**config.mk**
```make
export PLATFORM = sky130hd
export DESIGN_NAME = bdiv_44by22
export DESIGN_NICKNAME = d
export VERILOG_FILES = /design/src/rtl/bdiv_pkg.sv /design/src/rtl/bdiv_step.sv /design/src/rtl/bdiv_44by22.sv
export SDC_FILE = /design/constraint.sdc
export NUM_CORES = 1
export LEC_CHECK = 0
export CORE_MARGIN = 8
export CORE_UTILIZATION = 25
export CTS_CLUSTER_DIAMETER = 80
export DETAILED_ROUTE_END_ITERATION = 16
export SYNTH_ARGS = -nofsm -noshare
export SYNTH_HDL_FRONTEND = slang
export SYNTH_SLANG_ARGS = --single-unit
export TNS_END_PERCENT = 100
```
**constraint.sdc**
```tcl
create_clock -name clk -period 6.55 [get_ports clk]
set_clock_uncertainty 0.15 [all_clocks]
set_input_delay 0.655 -clock clk [delete_from_list [all_inputs] [get_ports clk]]
set_output_delay 0.655 -clock clk [all_outputs]
set_load 0.02 [all_outputs]
```
**src/rtl/bdiv_pkg.sv**
```systemverilog
// Shared defaults and FSM state encoding for the 44-by-22 restoring divider.
package bdiv_pkg;

  // Default operand widths: dividend is twice the divisor/quotient width.
  localparam int WN_DEF = 44;
  localparam int WD_DEF = 22;

  // Divider control states.
  typedef enum logic [1:0] {
    IDLE = 2'd0,
    CALC = 2'd1,
    DONE = 2'd2
  } bdiv_state_e;

  // Width of the step counter needed to count WD-1 down to 0.
  function automatic int cnt_width(input int wd);
    return (wd > 2) ? $clog2(wd) : 1;
  endfunction

endpackage

```
**src/rtl/bdiv_step.sv**
```systemverilog
// One radix-2 restoring division iteration: shift the next dividend bit into
// the partial remainder, trial-subtract the divisor and keep the difference
// only when it does not borrow.
module bdiv_step #(
  parameter int WD = 22
) (
  input  logic [WD-1:0] rem,
  input  logic          bit_in,
  input  logic [WD-1:0] d,
  output logic [WD-1:0] rem_out,
  output logic          q_bit
);

  // Shifted partial remainder needs one extra bit above WD.
  logic [WD:0] trial;
  // Low WD bits of the trial minus the divisor, with the borrow in the top bit.
  logic [WD:0] diff;
  logic        borrow;

  assign trial  = {rem, bit_in};
  assign diff   = {1'b0, trial[WD-1:0]} - {1'b0, d};
  assign borrow = diff[WD];

  // A set top bit means trial >= 2^WD > d, so the subtraction always applies;
  // the true difference is then below d and fits in the low WD bits.
  assign q_bit = trial[WD] | ~borrow;

  // Restoring mux, one bit per lane.
  for (genvar gi = 0; gi < WD; gi++) begin : g_rem_mux
    assign rem_out[gi] = q_bit ? diff[gi] : trial[gi];
  end

endmodule

```
**src/rtl/bdiv_44by22.sv**
```systemverilog
// Unsigned 44-by-22 restoring divider with valid/ready handshakes on both
// sides. One quotient bit is resolved per clock; divide-by-zero and quotient
// overflow are detected at accept time and reported without iterating.
module bdiv_44by22
  import bdiv_pkg::*;
#(
  parameter int WN = WN_DEF,
  parameter int WD = WD_DEF
) (
  input  logic          clk,
  input  logic          rst_n,
  input  logic          in_valid,
  output logic          in_ready,
  input  logic [WN-1:0] N,
  input  logic [WD-1:0] D,
  output logic          out_valid,
  input  logic          out_ready,
  output logic [WD-1:0] Q,
  output logic [WD-1:0] R,
  output logic          div_zero,
  output logic          overflow
);

  localparam int CW = cnt_width(WD);
  localparam logic [CW-1:0] CNT_LAST = CW'(WD - 1);

  bdiv_state_e   state_reg, state_next;
  logic [WD-1:0] rem_reg,   rem_next;
  logic [WD-1:0] shf_reg,   shf_next;
  logic [WD-1:0] d_reg,     d_next;
  logic [CW-1:0] cnt_reg,   cnt_next;
  logic [WD-1:0] q_reg,     q_next;
  logic [WD-1:0] r_reg,     r_next;
  logic          dz_reg,    dz_next;
  logic          ov_reg,    ov_next;

  logic [WD-1:0] step_rem;
  logic          step_q;
  logic [WD-1:0] n_hi;

  // Upper half of the dividend; the quotient fits only if this is below D.
  assign n_hi = N[WN-1:WD];

  // Shift register holds unconsumed dividend bits in its upper part and
  // collects quotient bits from the bottom, so its MSB is the next bit.
  bdiv_step #(
    .WD (WD)
  ) u_step (
    .rem     (rem_reg),
    .bit_in  (shf_reg[WD-1]),
    .d       (d_reg),
    .rem_out (step_rem),
    .q_bit   (step_q)
  );

  // Next-state and datapath update logic.
  always_comb begin
    state_next = state_reg;
    rem_next   = rem_reg;
    shf_next   = shf_reg;
    d_next     = d_reg;
    cnt_next   = cnt_reg;
    q_next     = q_reg;
    r_next     = r_reg;
    dz_next    = dz_reg;
    ov_next    = ov_reg;

    case (state_reg)
      IDLE: begin
        if (in_valid) begin
          d_next = D;
          if (D == '0) begin
            dz_next    = 1'b1;
            ov_next    = 1'b0;
            q_next     = '1;
            r_next     = '0;
            state_next = DONE;
          end else if (n_hi >= D) begin
            dz_next    = 1'b0;
            ov_next    = 1'b1;
            q_next     = '1;
            r_next     = '0;
            state_next = DONE;
          end else begin
            dz_next    = 1'b0;
            ov_next    = 1'b0;
            rem_next   = n_hi;
            shf_next   = N[WD-1:0];
            cnt_next   = CNT_LAST;
            state_next = CALC;
          end
        end
      end

      CALC: begin
        rem_next = step_rem;
        shf_next = {shf_reg[WD-2:0], step_q};
        if (cnt_reg == '0) begin
          q_next     = {shf_reg[WD-2:0], step_q};
          r_next     = step_rem;
          state_next = DONE;
        end else begin
          cnt_next = cnt_reg - 1'b1;
        end
      end

      DONE: begin
        if (out_ready) begin
          state_next = IDLE;
        end
      end

      default: begin
        state_next = IDLE;
      end
    endcase
  end

  // State and datapath registers; reset aborts any operation in flight.
  always_ff @(posedge clk or negedge rst_n) begin
    if (!rst_n) begin
      state_reg <= IDLE;
      rem_reg   <= '0;
      shf_reg   <= '0;
      d_reg     <= '0;
      cnt_reg   <= '0;
      q_reg     <= '0;
      r_reg     <= '0;
      dz_reg    <= 1'b0;
      ov_reg    <= 1'b0;
    end else begin
      state_reg <= state_next;
      rem_reg   <= rem_next;
      shf_reg   <= shf_next;
      d_reg     <= d_next;
      cnt_reg   <= cnt_next;
      q_reg     <= q_next;
      r_reg     <= r_next;
      dz_reg    <= dz_next;
      ov_reg    <= ov_next;
    end
  end

  assign in_ready  = (state_reg == IDLE);
  assign out_valid = (state_reg == DONE);
  assign Q         = q_reg;
  assign R         = r_reg;
  assign div_zero  = dz_reg;
  assign overflow  = ov_reg;

endmodule

```
Word-level counts from Yosys, hierarchy flattened --
Cells that the tools add are included.
Word-level totals: register bits 119, bits in latches 0, bits in writable memories 0, memory bits (read-only) 0, input port bits 70, logic and storage cells 86, memories kept 0
Operators by class: add/sub/neg operators 2, multipliers 0, div/mod/pow operators 0, order comparisons 1, equality and inequality tests 9, shifts and indexed selects 0, mux-type cells 54, bitwise gates (word level) 2, reductions and logical operators 9
Operator list (number):
- $mux W22 | 14
- $pmux W22 S2 | 4
- $mux W1 | 25
- $sub A22 B22 Y23 | 1
- $ge A22 B22 Y1 | 1
- $logic_not A22 Y1 | 1
- $mux W5 | 4
- $mux W2 | 5
- $ne A2 B2 Y1 const B | 5
- $pmux W5 S2 | 1
- $reduce_and A4 Y1 | 2
- $pmux W2 S3 | 1
- $logic_not A5 Y1 | 1
- $reduce_and A5 Y1 | 1
- $sub A5 B1 Y5 const B | 1
- $ne A3 B1 Y1 const B | 1
- $reduce_and A3 Y1 | 1
- $eq A2 B1 Y1 const B | 1
- $eq A2 B2 Y1 const B | 1
- $logic_not A2 Y1 | 1
- $ne A2 B1 Y1 const B | 1
- $reduce_and A2 Y1 | 1
- $reduce_bool A2 Y1 | 1
- $not A1 Y1 | 1
- $or A1 B1 Y1 | 1

Depth between registers and ports, before layout --
depth after elaboration 6, gate-level depth with buffers 13, depth with buffers taken out 13

Cells and area by module --
A second synthesis with hierarchy kept.
Unflattened totals: cells, all modules 839, area, all modules 7790.0 sq um
By module, submodules not included:
- bdiv_44by22 | instances 1, cells an instance 602, area each 6013.3 sq um
- bdiv_step | instances 1, cells an instance 237, area each 1776.7 sq um

Worst setup path before layout --
No wires, ideal clock.
path kind input to register, start input port D[2], end register shf_reg[10], setup time 137 ps, arrival 2712 ps, data required time 6263 ps, setup slack 3551 ps, cell stages on the path 13, cells stage by stage inv_1 > ha_1 > a21o_1 > a31oi_1 > o22ai_1 > o311ai_1 > nand3_1 > nor2b_1 > buf_4 > buf_6 > buf_4 > mux2i_1 > a21oi_1
On the way: cells in the longest elaborated chain, start to end 3, elaborated cells on any way between the ends 5, those cells by class order compare (1); eq/ne (2); reduce/logical (2)
RTL lines:
- from (decl) | RTL line bdiv_44by22.sv:15 | input logic [WD-1:0] D,
- $ge A22 B22 Y1 / $logic_not A22 Y1 (equally long branches) | RTL line bdiv_44by22.sv:78, bdiv_44by22.sv:72
- $ne A2 B2 Y1 (no line)
- $reduce_and A4 Y1 (no line) *
- to (signal assigned) | RTL line bdiv_44by22.sv:134 | shf_reg <= shf_next;
- to (decl) | RTL line bdiv_44by22.sv:29 | logic [WD-1:0] shf_reg, shf_next;
Mark *: on every way between the ends. The rest lies on a longest branch, timed or not. A chain may end at the register's enable or synchronous reset.

Final worst setup path --
start input port D[2], end register shf_reg[5]
Same word-level chain as after synthesis.

==> impl_metrics.ini <==
[status]
status = completed

[setup_path]
reg2reg_from = d_reg[0]$_DFFE_PN0P_
r2r_cells = 12
critPathMaxFanout = 24
critPathKind = in2reg
worst_setup_path_start_kind = input port
timing.rr.end = rem_reg[10]$_DFFE_PN0P_
end_kind = flop
required_ns = 6.68
critPathArrivalTime_ns = 4.33
regToRegSetupSlack_ns = 3.19

[clocking]
cts_tree = built
cts_hold_buffers = 0
cts-root-buf = clkbuf_16
cts.repair.resized = 0
h-tree-depth = 4
post-cts-setup-buffers = 0
clockBufferDepth = 2
clock_latency_ns = 0.43
path_clk_slew_ns = 0.07
cts_buffers = 17
cts_sinks = 119

[placement]
dpl.hpwl_mm = 14.9
dp.cells = 1176
routabilityCongestion = 0.848
io_buffers = 117
placed_area_um2 = 8270

[final_layout]
layout.nets = 971
drive_above_1_share = 0.0715
utilization = 0.332
n_fill_cell = 2749
diodes = 0
area_delta_synth_final_pct = 31.3
final_area_um2 = 8880
final_cell_count_no_fill = 1208

[route]
drt_wl_total_mm = 20.0
drtIter0Drc = 268
antenna_left = 0
vias = 5582
wl_per_cell_um = 16.5
drt_pass1_iterations = 4
drc = 0
routed_via_density = 4.62

[sta]
whs_ns = 0.212
worst_slew_pin_slew_ns = 0.955
period_minus_slack_ns = 4.20
finalCritPeriodShare = 0.641
maxSlewHeadroom = 0.363
setup_violations = 0
fmax_mhz = 238
rsz0062_at_grt = no
hold_viol = 0
drv_slew = 0
tns_ns = 0

[global_route]
grt_pass1_vias = 5780
antenna_found_initial = 1
grt_max_degree = 74
overflow = 0
grt_use_total = 0.125
grt_pass1_wl_mm = 32.1

[logic_synthesis]
seq_area_frac_synth = 0.440
synth-seq-cells = 119
synth_flop_cell = dfrtp_1
synth_area_um2 = 6760
synth_nets = 860
synth_cell_types = 53
synth_edf_count = 0
netlist_instances = 743
ys_warn_count = 0
synthArstFlopShare = 1.00
syn_area_per_cell_um2 = 9.10

[power]
ir_drop_mv = 0.169
leakage_nw = 3.83
p_per_area_nw_per_um2 = 530

[floorplanning]
die_area_um2 = 32600
rows = 60
io_pins = 118
die_y_um = 180
initial_core_util = 0.253
core_um2 = 26700
die_w_um = 180

[flow_run]
cap_violations = 0

[min_path]
hold_path.class = in2async
==> cell usage after synthesis (7+ instances only) <==
cell type    n  share of area
a21o_1       7         0.0078
a21oi_1     76          0.056
clkbuf_1    23          0.013
dfrtp_1    119           0.44
ha_1        46          0.085
inv_1       57          0.032
mux2_2      14          0.023
mux2i_1     37          0.055
nand2_1     86          0.048
nand3_1     15          0.011
nor2_1      70          0.039
nor2b_1     10         0.0093
nor4_1       7         0.0065
o21ai_0     74          0.055
xnor2_1     13          0.017
==> layout make-up <==
cell class                      instances  area [um^2]  area share
Clock buffer                           17          425      0.0479
Clock inverter                         15          180      0.0203
Inverter                               57          214      0.0241
Multi-Input combinational cell        534         3430       0.386
Sequential cell                       119         2980       0.335
Tap cell                              341          427      0.0481
Timing Repair Buffer                  125         1230       0.138
==> routing by layer <==
metal	global-route usage	wire length, um	share of wire	vias to the layer above
met5	0	13	0.00065	-
met4	0.0377	303	0.015	2
met3	0.0502	1490	0.075	22
met2	0.202	9190	0.46	141
met1	0.150	8950	0.45	2605
li1	-	-	-	2812
==> worst max-delay path, stage by stage <==
cell and delay, ns:
clkdlybuf4s50_1 0.47, inv_1 0.05, ha_1 0.30, a21o_1 0.18, a31oi_1 0.20, o22ai_1 0.13, o311ai_1 0.46, nand3_1 0.34
nor2b_4 0.68, buf_4 0.47, mux2i_1 0.24, a21oi_1 0.08
==> cells in the final DEF, fill, tap and decap left out, drive strengths merged, types with 6 or more instances in the layout <==
cell	instances
nand2b	6
o21ai	79
nor2b	10
a21oi	76
dfrtp	119
nor4	7
xnor2	13
clkdlybuf4s50	116
buf	9
ha	46
xor2	6
nand2	86
inv	67
mux2	14
nor2	70
a21o	7
clkbuf	17
mux2i	37
nand3	15
==> report_power, final <==
part           internal [mW]  switching [mW]
clock                  0.548           0.422
combinational           1.06            1.46
sequential              1.03           0.187
==> metrics by stage <==
step | worst slack (ns) | total power, mW
after detailed placement | 1.87 | 3.76
after global routing | 2.18 | 5.12
final | 2.35 | 4.71
after global placement | 2.00 | 3.73
after floorplan | 3.55 | 3.05
after CTS | 2.32 | 4.76
==> cell families (layout without fill, tap and decap cells) <==
family / count (synthesis) / in the layout / share of synthesized area
AND/OR/NAND/NOR: 212 / 212 / 0.136
AO/OA/AOI/OAI: 205 / 205 / 0.177
flip-flops: 119 / 119 / 0.440
buffers and inverters: 90 / 214 / 0.0552
multiplexers: 51 / 51 / 0.0781
adder cells (fa/ha/maj): 47 / 47 / 0.0881
XOR/XNOR: 19 / 19 / 0.0246
==> worst max path at each step <==
stage / startpoint / endpoint
2_1_floorplan: D[2] / shf_reg[10]$_DFFE_PN0P_
3_3_place_gp: D[2] / shf_reg[6]$_DFFE_PN0P_
3_5_place_dp: D[2] / shf_reg[5]$_DFFE_PN0P_
4_1_cts: D[2] / shf_reg[5]$_DFFE_PN0P_
5_1_grt: D[2] / shf_reg[3]$_DFFE_PN0P_
6_report: D[2] / shf_reg[5]$_DFFE_PN0P_
No activity file was read; power rests on OpenSTA's default activity.
